**config.mk**
```make
export PLATFORM = sky130hd
export DESIGN_NAME = pc_sequencer
export DESIGN_NICKNAME = d
export VERILOG_FILES = /design/src/rtl/cpu_pkg.sv /design/src/rtl/br_cond_eval.sv /design/src/rtl/pc_sequencer.sv
export SDC_FILE = /design/constraint.sdc
export NUM_CORES = 1
export LEC_CHECK = 0
export ABC_AREA = 1
export CAP_MARGIN = 20
export CORE_MARGIN = 2
export CORE_UTILIZATION = 50
export DETAILED_ROUTE_END_ITERATION = 6
export HOLD_SLACK_MARGIN = 0.03
export PLACE_DENSITY_LB_ADDON = 0.08
export REMOVE_ABC_BUFFERS = 1
export SYNTH_ARGS = -nofsm -noshare
export SYNTH_HDL_FRONTEND = slang
export SYNTH_SLANG_ARGS = --single-unit
```
**constraint.sdc**
```tcl
create_clock -name clk -period 4.93 [get_ports clk]
set_input_delay 0.493 -clock clk [delete_from_list [all_inputs] [get_ports clk]]
set_output_delay 0.493 -clock clk [all_outputs]
set_load 0.05 [all_outputs]
```
**src/rtl/cpu_pkg.sv**
```systemverilog
// Shared CPU constants: opcodes, condition codes, flag bit positions and
// the PC sequencer state encoding.
package cpu_pkg;

  localparam logic [3:0] OP_B   = 4'b1100;
  localparam logic [3:0] OP_HLT = 4'b1111;

  localparam logic [2:0] CC_NE     = 3'b000;
  localparam logic [2:0] CC_EQ     = 3'b001;
  localparam logic [2:0] CC_GT     = 3'b010;
  localparam logic [2:0] CC_LT     = 3'b011;
  localparam logic [2:0] CC_GTE    = 3'b100;
  localparam logic [2:0] CC_LTE    = 3'b101;
  localparam logic [2:0] CC_OVFL   = 3'b110;
  localparam logic [2:0] CC_UNCOND = 3'b111;

  localparam int FLAG_N = 2;
  localparam int FLAG_Z = 1;
  localparam int FLAG_V = 0;

  typedef enum logic [0:0] {
    RUN  = 1'b0,
    HALT = 1'b1
  } seq_state_e;

endpackage

```
**src/rtl/br_cond_eval.sv**
```systemverilog
// Branch condition evaluator: maps a condition code and the {N,Z,V} flags
// to a take/no-take decision. Purely combinational.
module br_cond_eval
  import cpu_pkg::*;
(
  input  logic [2:0] cc,
  input  logic [2:0] flags,
  output logic       take
);

  logic n_s;
  logic z_s;
  logic v_s;

  assign n_s = flags[FLAG_N];
  assign z_s = flags[FLAG_Z];
  assign v_s = flags[FLAG_V];

  // Condition decode
  always_comb begin
    take = 1'b0;
    case (cc)
      CC_NE:     take = ~z_s;
      CC_EQ:     take = z_s;
      CC_GT:     take = ~z_s & ~n_s;
      CC_LT:     take = n_s;
      CC_GTE:    take = z_s | ~n_s;
      CC_LTE:    take = n_s | z_s;
      CC_OVFL:   take = v_s;
      CC_UNCOND: take = 1'b1;
      default:   take = 1'b0;
    endcase
  end

endmodule

```
**src/rtl/pc_sequencer.sv**
```systemverilog
// Architectural PC and flag register owner: advances or redirects the PC
// each cycle, handles stall and halt, and keeps saturating perf counters.
module pc_sequencer
  import cpu_pkg::*;
#(
  parameter int PC_W  = 16,
  parameter int CNT_W = 16
) (
  input  logic             clk,
  input  logic             rst_n,
  input  logic [15:0]      instr,
  input  logic [PC_W-1:0]  br_pc,
  input  logic             flags_we,
  input  logic [2:0]       alu_flags,
  input  logic             stall,
  output logic [PC_W-1:0]  pc,
  output logic [PC_W-1:0]  pc_plus1,
  output logic             br_taken,
  output logic             halted,
  output logic [2:0]       flags,
  output logic [CNT_W-1:0] cycle_cnt,
  output logic [CNT_W-1:0] taken_cnt
);

  localparam logic [PC_W-1:0]  PC_ONE  = {{(PC_W-1){1'b0}}, 1'b1};
  localparam logic [CNT_W-1:0] CNT_ONE = {{(CNT_W-1){1'b0}}, 1'b1};
  localparam logic [CNT_W-1:0] CNT_MAX = {CNT_W{1'b1}};

  seq_state_e       state_r;
  seq_state_e       next_state_s;
  logic [PC_W-1:0]  pc_r;
  logic [PC_W-1:0]  pc_next_s;
  logic [PC_W-1:0]  pc_plus1_s;
  logic [2:0]       flags_r;
  logic [2:0]       flags_next_s;
  logic             br_taken_r;
  logic             br_taken_next_s;
  logic             halted_r;
  logic [CNT_W-1:0] cycle_cnt_r;
  logic [CNT_W-1:0] taken_cnt_r;
  logic             cyc_inc_s;
  logic             taken_inc_s;
  logic             is_b_s;
  logic             is_hlt_s;
  logic             take_s;
  logic             instr_unused_s;

  assign is_b_s         = (instr[15:12] == OP_B);
  assign is_hlt_s       = (instr[15:12] == OP_HLT);
  assign pc_plus1_s     = pc_r + PC_ONE;
  assign instr_unused_s = ^instr[8:0];

  // Condition uses the registered flags only; same-cycle flag writes are not forwarded
  br_cond_eval u_br_cond_eval (
    .cc    (instr[11:9]),
    .flags (flags_r),
    .take  (take_s)
  );

  // Next-state, next-PC and next-flag selection
  always_comb begin
    next_state_s    = state_r;
    pc_next_s       = pc_r;
    flags_next_s    = flags_r;
    br_taken_next_s = 1'b0;
    cyc_inc_s       = 1'b0;
    taken_inc_s     = 1'b0;
    case (state_r)
      RUN: begin
        cyc_inc_s = 1'b1;
        if (stall) begin
          pc_next_s = pc_r;
        end else if (is_hlt_s) begin
          next_state_s = HALT;
        end else if (is_b_s && take_s) begin
          // br_pc is only selected on a real taken branch, so X elsewhere never reaches pc
          pc_next_s       = br_pc;
          br_taken_next_s = 1'b1;
          taken_inc_s     = 1'b1;
        end else begin
          pc_next_s = pc_plus1_s;
        end
        if (flags_we && !stall) begin
          flags_next_s = alu_flags;
        end else begin
          flags_next_s = flags_r;
        end
      end
      HALT: begin
        next_state_s = HALT;
      end
      default: begin
        next_state_s = RUN;
      end
    endcase
  end

  // State, PC, flag and status registers
  always_ff @(posedge clk or negedge rst_n) begin
    if (!rst_n) begin
      state_r    <= RUN;
      pc_r       <= {PC_W{1'b0}};
      flags_r    <= 3'b000;
      br_taken_r <= 1'b0;
      halted_r   <= 1'b0;
    end else begin
      state_r    <= next_state_s;
      pc_r       <= pc_next_s;
      flags_r    <= flags_next_s;
      br_taken_r <= br_taken_next_s;
      halted_r   <= (next_state_s == HALT);
    end
  end

  // Saturating performance counters
  always_ff @(posedge clk or negedge rst_n) begin
    if (!rst_n) begin
      cycle_cnt_r <= {CNT_W{1'b0}};
      taken_cnt_r <= {CNT_W{1'b0}};
    end else begin
      if (cyc_inc_s && (cycle_cnt_r != CNT_MAX)) begin
        cycle_cnt_r <= cycle_cnt_r + CNT_ONE;
      end
      if (taken_inc_s && (taken_cnt_r != CNT_MAX)) begin
        taken_cnt_r <= taken_cnt_r + CNT_ONE;
      end
    end
  end

  assign pc        = pc_r;
  assign pc_plus1  = pc_plus1_s;
  assign br_taken  = br_taken_r;
  assign halted    = halted_r;
  assign flags     = flags_r;
  assign cycle_cnt = cycle_cnt_r;
  assign taken_cnt = taken_cnt_r;

endmodule
```
**Word level (Yosys, flattened, before mapping)**

Cells that the tools add are included.

- Bits in registers: 53
- Input bits: 39
- Output and inout bits: 69
- Word-level logic and storage cells: 46

- Add/subtract/negate cells: 3
- Equality and inequality tests: 11
- Multiplexer cells: 10
- Bitwise operators: 8
- Reductions and logical operators: 8

Operator list:

| operator | count |
|---|---|
| 16-bit by 1-bit adder with 16-bit output (second input constant) | 3 |
| 16-bit != test (second input constant) | 2 |
| 16-bit two-way mux | 1 |
| 3-bit equality test (second input constant) | 4 |
| 4-bit equality test (second input constant) | 2 |
| 1-bit one-hot mux with 8 select lines | 1 |
| 1-bit two-way mux | 7 |
| 3-bit by 2-bit equality test with 1-bit output (second input constant) | 2 |
| 1-bit inverter | 5 |
| 1-bit logical AND | 4 |
| 3-bit by 1-bit equality test with 1-bit output (second input constant) | 1 |
| 3-bit zero test | 1 |
| 3-bit AND reduction | 1 |
| 1-bit OR | 2 |
| 1-bit one-hot mux with 2 select lines | 1 |
| 2-bit AND reduction | 1 |
| 1-bit AND | 1 |
| 1-bit zero test | 1 |

**Longest topological paths before layout**

- Word-level depth: 9
- Mapped depth: 11
- Gate-level depth less buffers: 11

**Hierarchy**

Synthesis repeated with hierarchy kept, for this count alone.

- Cells, all modules: 493
- Area, all modules: 3,384.5 um^2

By module, submodules not included:

| module | times used | cells each | area each (um^2) | seq. area each (um^2) |
|---|---|---|---|---|
| pc_sequencer | 1 | 478 | 3,313.2 | 1,326.3 |
| br_cond_eval | 1 | 15 | 71.3 | 0.0 |

**Worst setup path after synthesis**

No wires, ideal clock.

- Kind: register to output
- Start: register pc_r[0] (netlist: pc[0])
- End: output port pc_plus1[8]
- Arrival: 2,148 ps
- Data required time: 4,437 ps
- Path slack: 2,289 ps
- Cell stages (with the launch flop): 6
- Path buffers: 0
- Cells stage by stage: dfrtp_1 -> ha_1 -> nand3_1 -> nor2_2 -> nand2_1 -> xor2_1

- Cells in the longest elaborated chain, start to end: 1

Ends and longest elaborated chain:

| element | line | RTL |
|---|---|---|
| start, declared | pc_sequencer.sv:31 | `logic [PC_W-1:0] pc_r;` |
| start signal, assigned | pc_sequencer.sv:102 | `pc_r <= {PC_W{1'b0}};` |
| start signal, assigned | pc_sequencer.sv:108 | `pc_r <= pc_next_s;` |
| 16-bit by 1-bit adder with 16-bit output | pc_sequencer.sv:50 | `assign pc_plus1_s = pc_r + PC_ONE;` |
| end, declared | pc_sequencer.sv:17 | `output logic [PC_W-1:0] pc_plus1,` |

Every way passes these cells.

**Worst setup path after layout**

- Start: register pc_r[0] (netlist: pc[0])
- End: output port pc_plus1[10]

Same word-level chain as after synthesis.

==> impl_metrics.py <==
metrics = {
    "routing": {
        "avgViaCountPerCell": 5.04,
        "first_iter_violations": 162,
        "detail_route.drc_violations": 0,
        "wirelength_um": 8710,
        "detailroute.via_count": 3409,
        "route.detailed.wl_per_inst_um": 12.9,
        "count_of_tritonroute_iterations_in_the_first_routing_pass": 4,
        "route.antenna.remaining_nets": 0,
    },
    "timing": {
        "grt_setup_unrepaired": "no",
        "maxSlewHeadroom_pct": 43.4,
        "fin_worst_skew_ns": 0.00517,
        "final-setup-viol-count": 0,
        "maximum_frequency_from_static_timing_analysis_ghz": 0.319,
        "layout_min_cycle_time_ns": 3.14,
        "timing_hold_violations_final": 0,
        "timing_worst_slew_pin_value_ns": 0.846,
        "fin_setup_tns_ns": 0,
        "setup_slack_ns": 1.79,
        "report.final.slew_viol_count": 0,
        "layout_worst_path_cycle_share_pct": 63.6,
    },
    "critical_path": {
        "worst_path_required_ns": 4.44,
        "crit_path_max_fanout": 6,
        "start_kind": "register",
        "timing.critical_path.to_type": "primary output",
        "criticalPathCategory": "register to primary output",
        "timing.critical_path.arrival_ns": 2.64,
    },
    "global_route": {
        "grt-ovfl-total": 0,
        "grt_util_all_layers_pct": 23.9,
        "grt_pass1_vias": 3316,
        "antenna_violations_before_repair": 0,
        "global_route_wire_length_before_repair_um": 14800,
        "grt_start_max_net_pins": 54,
    },
    "yosys": {
        "synth.lib_cells_used.distinct": 32,
        "synth_seq_cells": 53,
        "synth_edf_count": 0,
        "synth-main-ff-cell": "dfrtp_1",
        "synth.cell_area_um2": 3520,
        "netlist.top_cell.by_area": "dfrtp_1",
        "netlist_top_cells_area": "dfrtp_1, nand2_1, inv_1",
        "synth.top_cell.area_share_pct": 37.7,
        "syn_inst": 484,
        "ffs_w_async_s_r_synth_pct": 100,
        "yosys_warnings": 0,
        "synth-seq-area-share_pct": 37.7,
        "syn_area_per_cell_um2": 7.27,
    },
    "die": {
        "dieHeight_um": 87.9,
        "std_cell_rows": 30,
        "fp.dieW_um": 87.9,
        "initial_core_util_pct": 51.8,
        "fp.dieArea_um2": 7720,
        "pin_count": 108,
        "coreArea_um2": 6790,
    },
    "status": {
        "run_status": "finished clean",
    },
    "clock_network": {
        "clock_root_buffer": "clkbuf_8",
        "ctsLongestPathBuffers": 2,
        "cts_tree": "built",
        "cts_buf_count": 5,
        "htree_num_levels": 2,
        "worst_skew_pair.late_latency_ns": 0.31,
        "postCtsSetupBuffers": 0,
        "clk_pin_slew_worst_paths_ns": 0.10,
        "hold_fix_buffer_count_after_cts": 0,
        "post_cts_resize_count": 0,
        "cts.sink_count": 53,
    },
    "finish": {
        "area_growth_pct": 32.0,
        "final_net_count": 621,
        "antenna-diode-count": 0,
        "top_library_cells_by_usage_in_the_layout_fill_and_taps_aside": "nand2_1, clkdlybuf4s50_1, inv_1",
        "fill_cells": 624,
        "share_of_final_layout_standard_cells_stronger_than_drive_strength_1_pct": 4.48,
        "final-seq-area_um2": 1330,
        "multi_input_area_um2": 1840,
        "layout.cells.most_common": "nand2_1",
        "finalNonFillerCells": 676,
    },
    "placement": {
        "hpwlAfterDp_um": 6280,
        "place.port_buffers": 98,
        "place.detailed.instances": 668,
        "final_gp_congestion": 0.878,
        "dp_worst_setup_slack_ns": 2.14,
    },
    "power_and_ir_drop": {
        "p_leak_nw": 2.37,
        "cellPowerDensity_nw_per_um2": 210,
        "vdd_ir_max_uv": 168,
    },
    "hold_path": {
        "worst_hold_path_type": "primary input to asynchronous set/reset pin",
    },
    "run": {
        "cap_viol_max_count": 0,
    },
}
## path summary, 6_finish.rpt
kind                                    from           end  slack (ns)  cells after the start
worst max-delay path                   pc[0]  pc_plus1[10]        1.79                      7
worst min-delay path                   rst_n        pc[13]        0.30                      2
worst max register to register        halted         pc[5]        2.88                      5
worst min register to register  cycle_cnt[4]  cycle_cnt[4]        0.52                      1
max in group asynchronous              rst_n         pc[9]        4.17                      2
min in group clk                cycle_cnt[4]  cycle_cnt[4]        0.52                      1
## synthesized netlist by cell type, types with 3 or more instances
master,number
buf_6,3
nor2_1,44
xnor2_1,6
nand2_1,139
o21ai_0,4
o21bai_1,16
nand4_1,19
buf_2,5
nand3_1,51
xor2_1,31
dfrtp_1,53
nor3_1,12
ha_1,3
inv_1,73
## final cells by class
class	count	share of cell area, %
clock buffer	5	1.48
sequential	53	28.6
inverter	74	5.98
tap	96	2.59
clock inverter	3	0.566
timing repair buffer	99	21.2
multi-input combinational	346	39.6
## routing by layer
layer	GRT usage [%]	up-vias	share of wire, %
met5	0	-	0
met4	6.85	0	0.69
met3	3.02	4	4.5
met2	41.6	99	51
met1	31.2	1593	44
li1	-	1713	-
## where the power goes
| group | internal, W | switching (W) | total, W |
|---|---|---|---|
| clock network | 0.000104 | 0.000158 | 0.000262 |
| logic | 0.0000886 | 0.000164 | 0.000252 |
| registers | 0.000445 | 0.0000150 | 0.000460 |
| total | 0.000638 | 0.000337 | 0.000975 |
## per-stage QoR
step                total power (W)  hold WS [ns]  instance area [um^2]  utilization [%]
detailed placement         0.000722         0.506                  4550             66.9
global placement           0.000719         0.502                  4550             66.9
floorplan                  0.000625         0.197                  3440                -
CTS                        0.000986         0.329                  4640             68.3
global route                0.00102         0.370                  4640             68.3
finish                     0.000975         0.296                  4640             68.3
## kinds of logic after synthesis
kind of cell | after synthesis | share of synthesized area [%]
AND/OR/NAND/NOR | 283 | 37.4
buffers and inverters | 85 | 10.0
flip-flops | 53 | 37.7
XOR/XNOR | 37 | 9.21
AO/OA/AOI/OAI | 22 | 4.27
adder cells (fa/ha/maj) | 3 | 1.07
multiplexers | 1 | 0.320
## flip-flops by register name, indices dropped and copies added (netlist names)
register   flops
br_taken       1
cycle_cnt     16
flags          3
halted         1
pc            16
taken_cnt     16
## worst max-delay path: stages, from the launching register on
cell	delay (ns)
dfrtp_1	0.46
ha_1	0.22
nand3_1	0.14
nor2_2	0.24
nand2_1	0.15
or2_0	0.22
nand2_1	0.09
clkdlybuf4s50_1	0.81
Power figures use the tool's default switching activity.
